==> config.mk <==
export PLATFORM = sky130hd
export DESIGN_NAME = panel_scan_flat
export DESIGN_NICKNAME = d
export VERILOG_FILES = /design/src/rtl/panel_scan_if.sv /design/src/rtl/panel_scan.sv /design/src/flat_wrapper.sv
export SDC_FILE = /design/constraint.sdc
export NUM_CORES = 1
export LEC_CHECK = 0
export BUFFER_PORTS_ARGS = -buffer_cell sky130_fd_sc_hd__buf_2
export CAP_MARGIN = 15
export CELL_PAD_IN_SITES_DETAIL_PLACEMENT = 1
export CELL_PAD_IN_SITES_GLOBAL_PLACEMENT = 1
export CORE_MARGIN = 2
export CORE_UTILIZATION = 43
export CTS_CLUSTER_DIAMETER = 30
export DETAILED_ROUTE_END_ITERATION = 6
export PLACE_DENSITY = 0.9
export REMOVE_ABC_BUFFERS = 1
export SYNTH_ARGS = -nofsm -noshare
export SYNTH_HDL_FRONTEND = slang
export SYNTH_SLANG_ARGS = --single-unit
==> constraint.sdc <==
create_clock -name clk -period 3.7 [get_ports clk]
set_input_delay 0.74 -clock clk [delete_from_list [all_inputs] [get_ports clk]]
set_output_delay 0.74 -clock clk [all_outputs]
set_load 0.02 [all_outputs]
==> src/rtl/panel_scan_if.sv <==
// Pixel request/response bus between the HUB75 scan driver and the pixel generator.
// master = scan driver (issues requests, acks responses), slave = generator.
interface panel_scan_if;
  logic       pix_valid;
  logic       pix_tick;
  logic [9:0] pix_x;
  logic [9:0] pix_y;
  logic       pix_ready;
  logic       pix_valid_in;
  logic [7:0] pix_red;
  logic [7:0] pix_green;
  logic [7:0] pix_blue;
  logic       pix_ack;

  modport master (
    output pix_valid, pix_tick, pix_x, pix_y, pix_ack,
    input  pix_ready, pix_valid_in, pix_red, pix_green, pix_blue
  );

  modport slave (
    input  pix_valid, pix_tick, pix_x, pix_y, pix_ack,
    output pix_ready, pix_valid_in, pix_red, pix_green, pix_blue
  );
endinterface

==> src/rtl/panel_scan.sv <==
// HUB75 scan driver: requests top/bottom pixels per column, shifts MSB colour bits, latches and displays each row.
// Optional PANEL_TICK_EN adds a pix_valid+pix_tick pulse after the last row of every frame.
module panel_scan #(
  parameter int WIDTH          = 32,
  parameter int ROWS           = 16,
  parameter int DISPLAY_CYCLES = 64
) (
  input  logic         clk,
  input  logic         reset,
  panel_scan_if.master pix,
  output logic         r0,
  output logic         g0,
  output logic         b0,
  output logic         r1,
  output logic         g1,
  output logic         b1,
  output logic [3:0]   addr,
  output logic         sclk,
  output logic         latch,
  output logic         oe_n
);

  localparam int CW = (WIDTH > 1) ? $clog2(WIDTH) : 1;
  localparam logic [CW-1:0] COL_LAST = CW'(WIDTH - 1);
  localparam logic [3:0]    ROW_LAST = 4'(ROWS / 2 - 1);
  localparam logic [15:0]   CNT_LAST = 16'(DISPLAY_CYCLES - 1);
  localparam logic [9:0]    BOT_OFS  = 10'(ROWS / 2);

  localparam logic [3:0] S_FLUSH    = 4'd0;
  localparam logic [3:0] S_REQ_TOP  = 4'd1;
  localparam logic [3:0] S_WAIT_TOP = 4'd2;
  localparam logic [3:0] S_REQ_BOT  = 4'd3;
  localparam logic [3:0] S_WAIT_BOT = 4'd4;
  localparam logic [3:0] S_SETUP    = 4'd5;
  localparam logic [3:0] S_CLK      = 4'd6;
  localparam logic [3:0] S_BLANK    = 4'd7;
  localparam logic [3:0] S_LATCH    = 4'd8;
  localparam logic [3:0] S_DISPLAY  = 4'd9;
`ifdef PANEL_TICK_EN
  localparam logic [3:0] S_TICK     = 4'd10;
`endif

  logic [3:0]    state_q, state_d;
  logic [CW-1:0] col_q, col_d;
  logic [3:0]    row_q, row_d;
  logic [15:0]   cnt_q, cnt_d;
  logic [2:0]    top_q, top_d;
  logic [5:0]    pan_q, pan_d;
  logic [3:0]    addr_q, addr_d;
  logic          sclk_q, latch_q, oe_n_q;
  logic [9:0]    pix_x_q, pix_x_d, pix_y_q, pix_y_d;
  logic [9:0]    cur_x, cur_y;
  logic          last_vld_q;
  logic          fire_req, fire_tick, ack;
  logic [2:0]    rsp_msb;

  assign rsp_msb = {pix.pix_red[7], pix.pix_green[7], pix.pix_blue[7]};

  always_comb begin
    state_d   = state_q;
    col_d     = col_q;
    row_d     = row_q;
    cnt_d     = cnt_q;
    top_d     = top_q;
    pan_d     = pan_q;
    fire_req  = 1'b0;
    fire_tick = 1'b0;
    ack       = 1'b0;
    cur_x     = 10'(col_q);
    cur_y     = (state_q == S_REQ_BOT) ? ({6'd0, row_q} + BOT_OFS) : {6'd0, row_q};
    case (state_q)
      S_FLUSH: begin
        if (pix.pix_valid_in) ack = 1'b1;
        else                  state_d = S_REQ_TOP;
      end
      // A request right after the tick pulse waits one cycle so pix_valid never stays high twice in a row.
      S_REQ_TOP, S_REQ_BOT: begin
        if (pix.pix_ready && !last_vld_q) begin
          fire_req = 1'b1;
          state_d  = (state_q == S_REQ_TOP) ? S_WAIT_TOP : S_WAIT_BOT;
        end
      end
      S_WAIT_TOP: begin
        if (pix.pix_valid_in) begin
          ack     = 1'b1;
          top_d   = rsp_msb;
          state_d = S_REQ_BOT;
        end
      end
      S_WAIT_BOT: begin
        if (pix.pix_valid_in) begin
          ack     = 1'b1;
          pan_d   = {top_q, rsp_msb};
          state_d = S_SETUP;
        end
      end
      S_SETUP: state_d = S_CLK;
      S_CLK: begin
        if (col_q == COL_LAST) begin
          col_d   = '0;
          state_d = S_BLANK;
        end else begin
          col_d   = col_q + 1'b1;
          state_d = S_REQ_TOP;
        end
      end
      S_BLANK: state_d = S_LATCH;
      S_LATCH: state_d = S_DISPLAY;
      S_DISPLAY: begin
        if (cnt_q == CNT_LAST) begin
          cnt_d = '0;
          if (row_q == ROW_LAST) begin
            row_d = '0;
`ifdef PANEL_TICK_EN
            state_d = S_TICK;
`else
            state_d = S_REQ_TOP;
`endif
          end else begin
            row_d   = row_q + 1'b1;
            state_d = S_REQ_TOP;
          end
        end else begin
          cnt_d = cnt_q + 1'b1;
        end
      end
`ifdef PANEL_TICK_EN
      S_TICK: begin
        fire_tick = 1'b1;
        state_d   = S_REQ_TOP;
      end
`endif
      default: state_d = S_FLUSH;
    endcase
    pix_x_d = fire_req ? cur_x : pix_x_q;
    pix_y_d = fire_req ? cur_y : pix_y_q;
    addr_d  = (state_d == S_BLANK) ? row_d : addr_q;
  end

  always_ff @(posedge clk) begin
    if (reset) begin
      state_q    <= S_FLUSH;
      col_q      <= '0;
      row_q      <= '0;
      cnt_q      <= '0;
      top_q      <= '0;
      pan_q      <= '0;
      addr_q     <= '0;
      sclk_q     <= 1'b0;
      latch_q    <= 1'b0;
      oe_n_q     <= 1'b1;
      pix_x_q    <= '0;
      pix_y_q    <= '0;
      last_vld_q <= 1'b0;
    end else begin
      state_q    <= state_d;
      col_q      <= col_d;
      row_q      <= row_d;
      cnt_q      <= cnt_d;
      top_q      <= top_d;
      pan_q      <= pan_d;
      addr_q     <= addr_d;
      sclk_q     <= (state_d == S_CLK);
      latch_q    <= (state_d == S_LATCH);
      oe_n_q     <= (state_d != S_DISPLAY);
      pix_x_q    <= pix_x_d;
      pix_y_q    <= pix_y_d;
      last_vld_q <= fire_req | fire_tick;
    end
  end

  // Strobes are decoded in the current cycle; reset masks them so a pending response is left for FLUSH.
  assign pix.pix_valid = (fire_req | fire_tick) & ~reset;
  assign pix.pix_ack   = ack & ~reset;
`ifdef PANEL_TICK_EN
  assign pix.pix_tick  = fire_tick & ~reset;
`else
  assign pix.pix_tick  = 1'b0;
`endif
  assign pix.pix_x     = (fire_req && !reset) ? cur_x : pix_x_q;
  assign pix.pix_y     = (fire_req && !reset) ? cur_y : pix_y_q;

  assign {r0, g0, b0, r1, g1, b1} = pan_q;
  assign addr  = addr_q;
  assign sclk  = sclk_q;
  assign latch = latch_q;
  assign oe_n  = oe_n_q;

  logic unused_colour_lsbs;
  assign unused_colour_lsbs = ^{pix.pix_red[6:0], pix.pix_green[6:0], pix.pix_blue[6:0]};

endmodule
==> src/flat_wrapper.sv <==
// flat-port wrapper written by rule: the top's interface ports become plain ports
module panel_scan_flat 
#(
  parameter int WIDTH          = 32,
  parameter int ROWS           = 16,
  parameter int DISPLAY_CYCLES = 64
)
  (clk, reset, r0, g0, b0, r1, g1, b1, addr, sclk, latch, oe_n, pix_pix_valid, pix_pix_tick, pix_pix_x, pix_pix_y, pix_pix_ack, pix_pix_ready, pix_pix_valid_in, pix_pix_red, pix_pix_green, pix_pix_blue);
  panel_scan_if pix_i ();
  input  logic clk;
  input  logic reset;
  output logic r0;
  output logic g0;
  output logic b0;
  output logic r1;
  output logic g1;
  output logic b1;
  output logic [3:0] addr;
  output logic sclk;
  output logic latch;
  output logic oe_n;
  output wire logic [$bits(pix_i.pix_valid)-1:0] pix_pix_valid;
  output wire logic [$bits(pix_i.pix_tick)-1:0] pix_pix_tick;
  output wire logic [$bits(pix_i.pix_x)-1:0] pix_pix_x;
  output wire logic [$bits(pix_i.pix_y)-1:0] pix_pix_y;
  output wire logic [$bits(pix_i.pix_ack)-1:0] pix_pix_ack;
  input wire logic [$bits(pix_i.pix_ready)-1:0] pix_pix_ready;
  input wire logic [$bits(pix_i.pix_valid_in)-1:0] pix_pix_valid_in;
  input wire logic [$bits(pix_i.pix_red)-1:0] pix_pix_red;
  input wire logic [$bits(pix_i.pix_green)-1:0] pix_pix_green;
  input wire logic [$bits(pix_i.pix_blue)-1:0] pix_pix_blue;
  assign pix_pix_valid = pix_i.pix_valid;
  assign pix_pix_tick = pix_i.pix_tick;
  assign pix_pix_x = pix_i.pix_x;
  assign pix_pix_y = pix_i.pix_y;
  assign pix_pix_ack = pix_i.pix_ack;
  assign pix_i.pix_ready = pix_pix_ready;
  assign pix_i.pix_valid_in = pix_pix_valid_in;
  assign pix_i.pix_red = pix_pix_red;
  assign pix_i.pix_green = pix_pix_green;
  assign pix_i.pix_blue = pix_pix_blue;
  panel_scan #(.WIDTH(WIDTH), .ROWS(ROWS), .DISPLAY_CYCLES(DISPLAY_CYCLES)) u_core (.clk(clk), .reset(reset), .pix(pix_i), .r0(r0), .g0(g0), .b0(b0), .r1(r1), .g1(g1), .b1(b1), .addr(addr), .sclk(sclk), .latch(latch), .oe_n(oe_n));
endmodule
==> metrics.md <==
| Metric | Value |
|---|---|
| Postcts setup bufs | `0` |
| Leak | `1.17 nW` |
| DRT antenna net count | `0` |
| Pwr Total | `1.03 mW` |
| Residual DRC | `0` |
| Syn_area_per_cell | `8.90 sq um` |
| Clock buffer depth | `2` |
| #FFs+latches synth | `56` |
| Finished layout cell area | `2940 sq um` |
| Area delta synth->final | `9.66%` |
| Power per cell area | `351 nW/um^2` |
| Max-cap violations | `0` |
| Site Rows | `28` |
| Crit start category | `flop` |
| Hold Crit Class | `flop to flop` |
| Overall routing resource usage | `18.2%` |
| RSZ-0062 raised after global routing | `no` |
| Post-synth EDFFs | `0` |
| Fin crit period | `3.03 ns` |
| Wirelength per Cell | `15.1 microns` |
| Layout cells sized above 1 | `17.2%` |
| First-pass GRT wire length | `10500 microns` |
| Top area cells in the synthesized netlist | `dfxtp_1, mux2i_1, nor2_1` |
| Fmax | `0.330 GHz` |
| Largest net degree at the start of global routing | `37` |
| Initial antenna violation count | `0` |
| Seq/Total Area, Yosys | `41.8%` |
| Hpwl dp | `4390 microns` |
| Starting density of the core | `45.0%` |
| Total wire length | `6070 microns` |
| Via density | `5.54` |
| Cell chosen for the clock root | `clkbuf_8` |
| Post_cts resized | `0` |
| Clock skew | `0.00822 ns` |
| # IOs | `64` |
| Die Y | `82.9 microns` |
| Setup tns final | `0 ns` |
| Crit Path Category | `flop to output port` |
| Worst-margin pin slew | `0.844 ns` |
| CTS tree | `done` |
| Setup violators final | `0` |
| Synth cell types | `43` |
| Synth top area share | `41.8%` |
| Gr ovfl total | `0` |
| Fin. Hold Viols | `0` |
| Synthesized instance count | `301` |
| Hold buffer count at CTS | `0` |
| Most used DFF post-synth | `dfxtp_1` |
| Final slew viol count | `0` |
| Synth warn | `0` |
| Setup crit end kind | `output port` |
| Async S/R FF share, synth | `0%` |
| Placement Cell Area | `2850 sq um` |
| Number of fill cells in the layout | `739` |
| NumNets Final | `358` |
| Slowest CP cell | `dfxtp_1` |
| Reg2reg path depth | `7` |
| CP max stage delay | `0.67 ns` |
| Final core utilization | `49.3%` |
| Worst Path Required | `2.96 ns` |
| Core area | `5960 sq um` |
| Post-synth top area cell | `dfxtp_1` |
| Max rail drop VDD | `0.000225 V` |
| Vias | `2221` |
| RePlAce Congestion | `0.774` |
| Max FO, Critical Path | `16` |
| CP Cell Sequence | `nand2b_1 -> nor3b_2 -> nor2b_1 -> buf_4 -> mux2_2 -> buf_2` |
| Worst-Skew Late Latency | `0.31 ns` |
| Initial DRT Pass Iterations | `4` |
| Via count of the first global-routing pass | `2263` |
| Antenna cells | `0` |
| Netlist Area Pre-Place | `2680 sq um` |
| Die ar. | `6880 sq um` |
| Crit share post-route | `81.8%` |
| Total CTS buffers | `5` |
| Hold depth | `2` |
| Outcome | `finished, final reports clean` |
| # clock sinks | `56` |
| Die width | `82.9 microns` |
| Initial DRC count | `47` |
| CTS H-tree lvls | `2` |
| CP arrival | `2.29 ns` |
| Worst relative slew slack | `43.3%` |
| Clock slew at reported path FFs | `0.10 ns` |
| Number of I/O port buffers | `31` |
## kinds of logic (layout without fill, tap and decap cells)
| group | Yosys count | in the layout | synth area share, % |
|---|---|---|---|
| flip-flops | 56 | 56 | 41.8 |
| AO/OA/AOI/OAI | 46 | 46 | 9.62 |
| other | 1 | 11 | 0.140 |
| multiplexers | 29 | 29 | 11.3 |
| AND/OR/NAND/NOR | 119 | 119 | 24.7 |
| XOR/XNOR | 11 | 11 | 3.60 |
| buffers and inverters | 34 | 49 | 6.49 |
| adder cells (fa/ha/maj) | 5 | 5 | 2.33 |
## metrics by stage
| step | cells | setup WS [ns] | hold WS (ns) |
|---|---|---|---|
| 3_5_place_dp | 393 | 0.719 | 0.447 |
| 2_1_floorplan | 283 | -0.542 | 0.452 |
| 5_1_grt | 401 | 0.520 | 0.487 |
| 6_report | 401 | 0.672 | 0.459 |
| 4_1_cts | 401 | 0.662 | 0.462 |
| 3_3_place_gp | 393 | 0.782 | 0.442 |
## path summary, 6_finish.rpt
path	start	to	slack [ns]
max	u_core.state_q[0]$_SDFF_PP0_	pix_pix_y[0]	0.67
min	u_core.addr[1]$_SDFFE_PP0N_	u_core.addr[1]$_SDFFE_PP0N_	0.46
max reg2reg	u_core.col_q[0]$_SDFFE_PP0N_	u_core.sclk$_SDFF_PP0_	1.51
min reg2reg	u_core.addr[1]$_SDFFE_PP0N_	u_core.addr[1]$_SDFFE_PP0N_	0.46
## sequential cells by signal, summed over array words and instances (netlist names), 3 cells and up
register and cells:
u_core.addr 4, u_core.pix_y_q 5, u_core.state_q 4, u_core.pix_x_q 5
u_core.row_q 4, u_core.top_q 3, u_core.cnt_q 16, u_core.col_q 5
u_core.pan_q 6
## synth_stat cells, types with 6 or more instances
| master | n |
|---|---|
| inv_1 | 6 |
| clkbuf_1 | 12 |
| nor2_1 | 36 |
| a21oi_1 | 25 |
| mux2_2 | 10 |
| nand3_1 | 13 |
| nand4_1 | 7 |
| buf_4 | 11 |
| xor2_1 | 8 |
| nor3_1 | 6 |
| nand2_1 | 15 |
| o21ai_0 | 10 |
| nor2b_1 | 7 |
| mux2i_1 | 19 |
| dfxtp_1 | 56 |
## power breakdown
| part | leakage, nW | internal, mW | total [mW] | switching [mW] |
|---|---|---|---|---|
| logic | 0.677 | 0.0252 | 0.0718 | 0.0466 |
| registers | 0.451 | 0.607 | 0.620 | 0.0128 |
| clock network | 0.0414 | 0.135 | 0.339 | 0.203 |
| total | 1.17 | 0.767 | 1.03 | 0.263 |
## cell type report
| cell class | instances | area, sq um | share of cell area, % |
|---|---|---|---|
| repair buffers | 35 | 185 | 6.30 |
| multi-input cells | 221 | 1430 | 48.6 |
| well taps | 75 | 93.8 | 3.19 |
| flip-flops and latches | 56 | 1120 | 38.1 |
| clock inverters | 2 | 16.3 | 0.553 |
| clock buffers | 6 | 72.6 | 2.47 |
| inverters | 6 | 22.5 | 0.766 |
## per-layer routing
metal / up-vias / routed length (microns) / global-route usage [%]
met5: - / 0 / 0
met4: 0 / 122 / 6.86
met3: 9 / 182 / 3.08
met2: 37 / 3110 / 32.3
met1: 1085 / 2660 / 21.9
li1: 1090 / - / -
## placed cells by master (no fill, tap or decap), types with 10 or more instances in the layout
| cell | instances |
|---|---|
| nor2_1 | 36 |
| conb_1 | 11 |
| buf_2 | 31 |
| nand2_1 | 15 |
| mux2i_1 | 19 |
| o21ai_0 | 10 |
| nand3_1 | 13 |
| a21oi_1 | 25 |
| dfxtp_1 | 56 |
| mux2_2 | 10 |
## critical path, delay by kind of cell, from the launching register on
| family | cells | cell delay (ns) |
|---|---|---|
| simple gates | 3 | 0.57 |
| flops | 1 | 0.67 |
| mux | 1 | 0.36 |
| buf+inv | 2 | 0.38 |
Power figures use the tool's default switching activity.
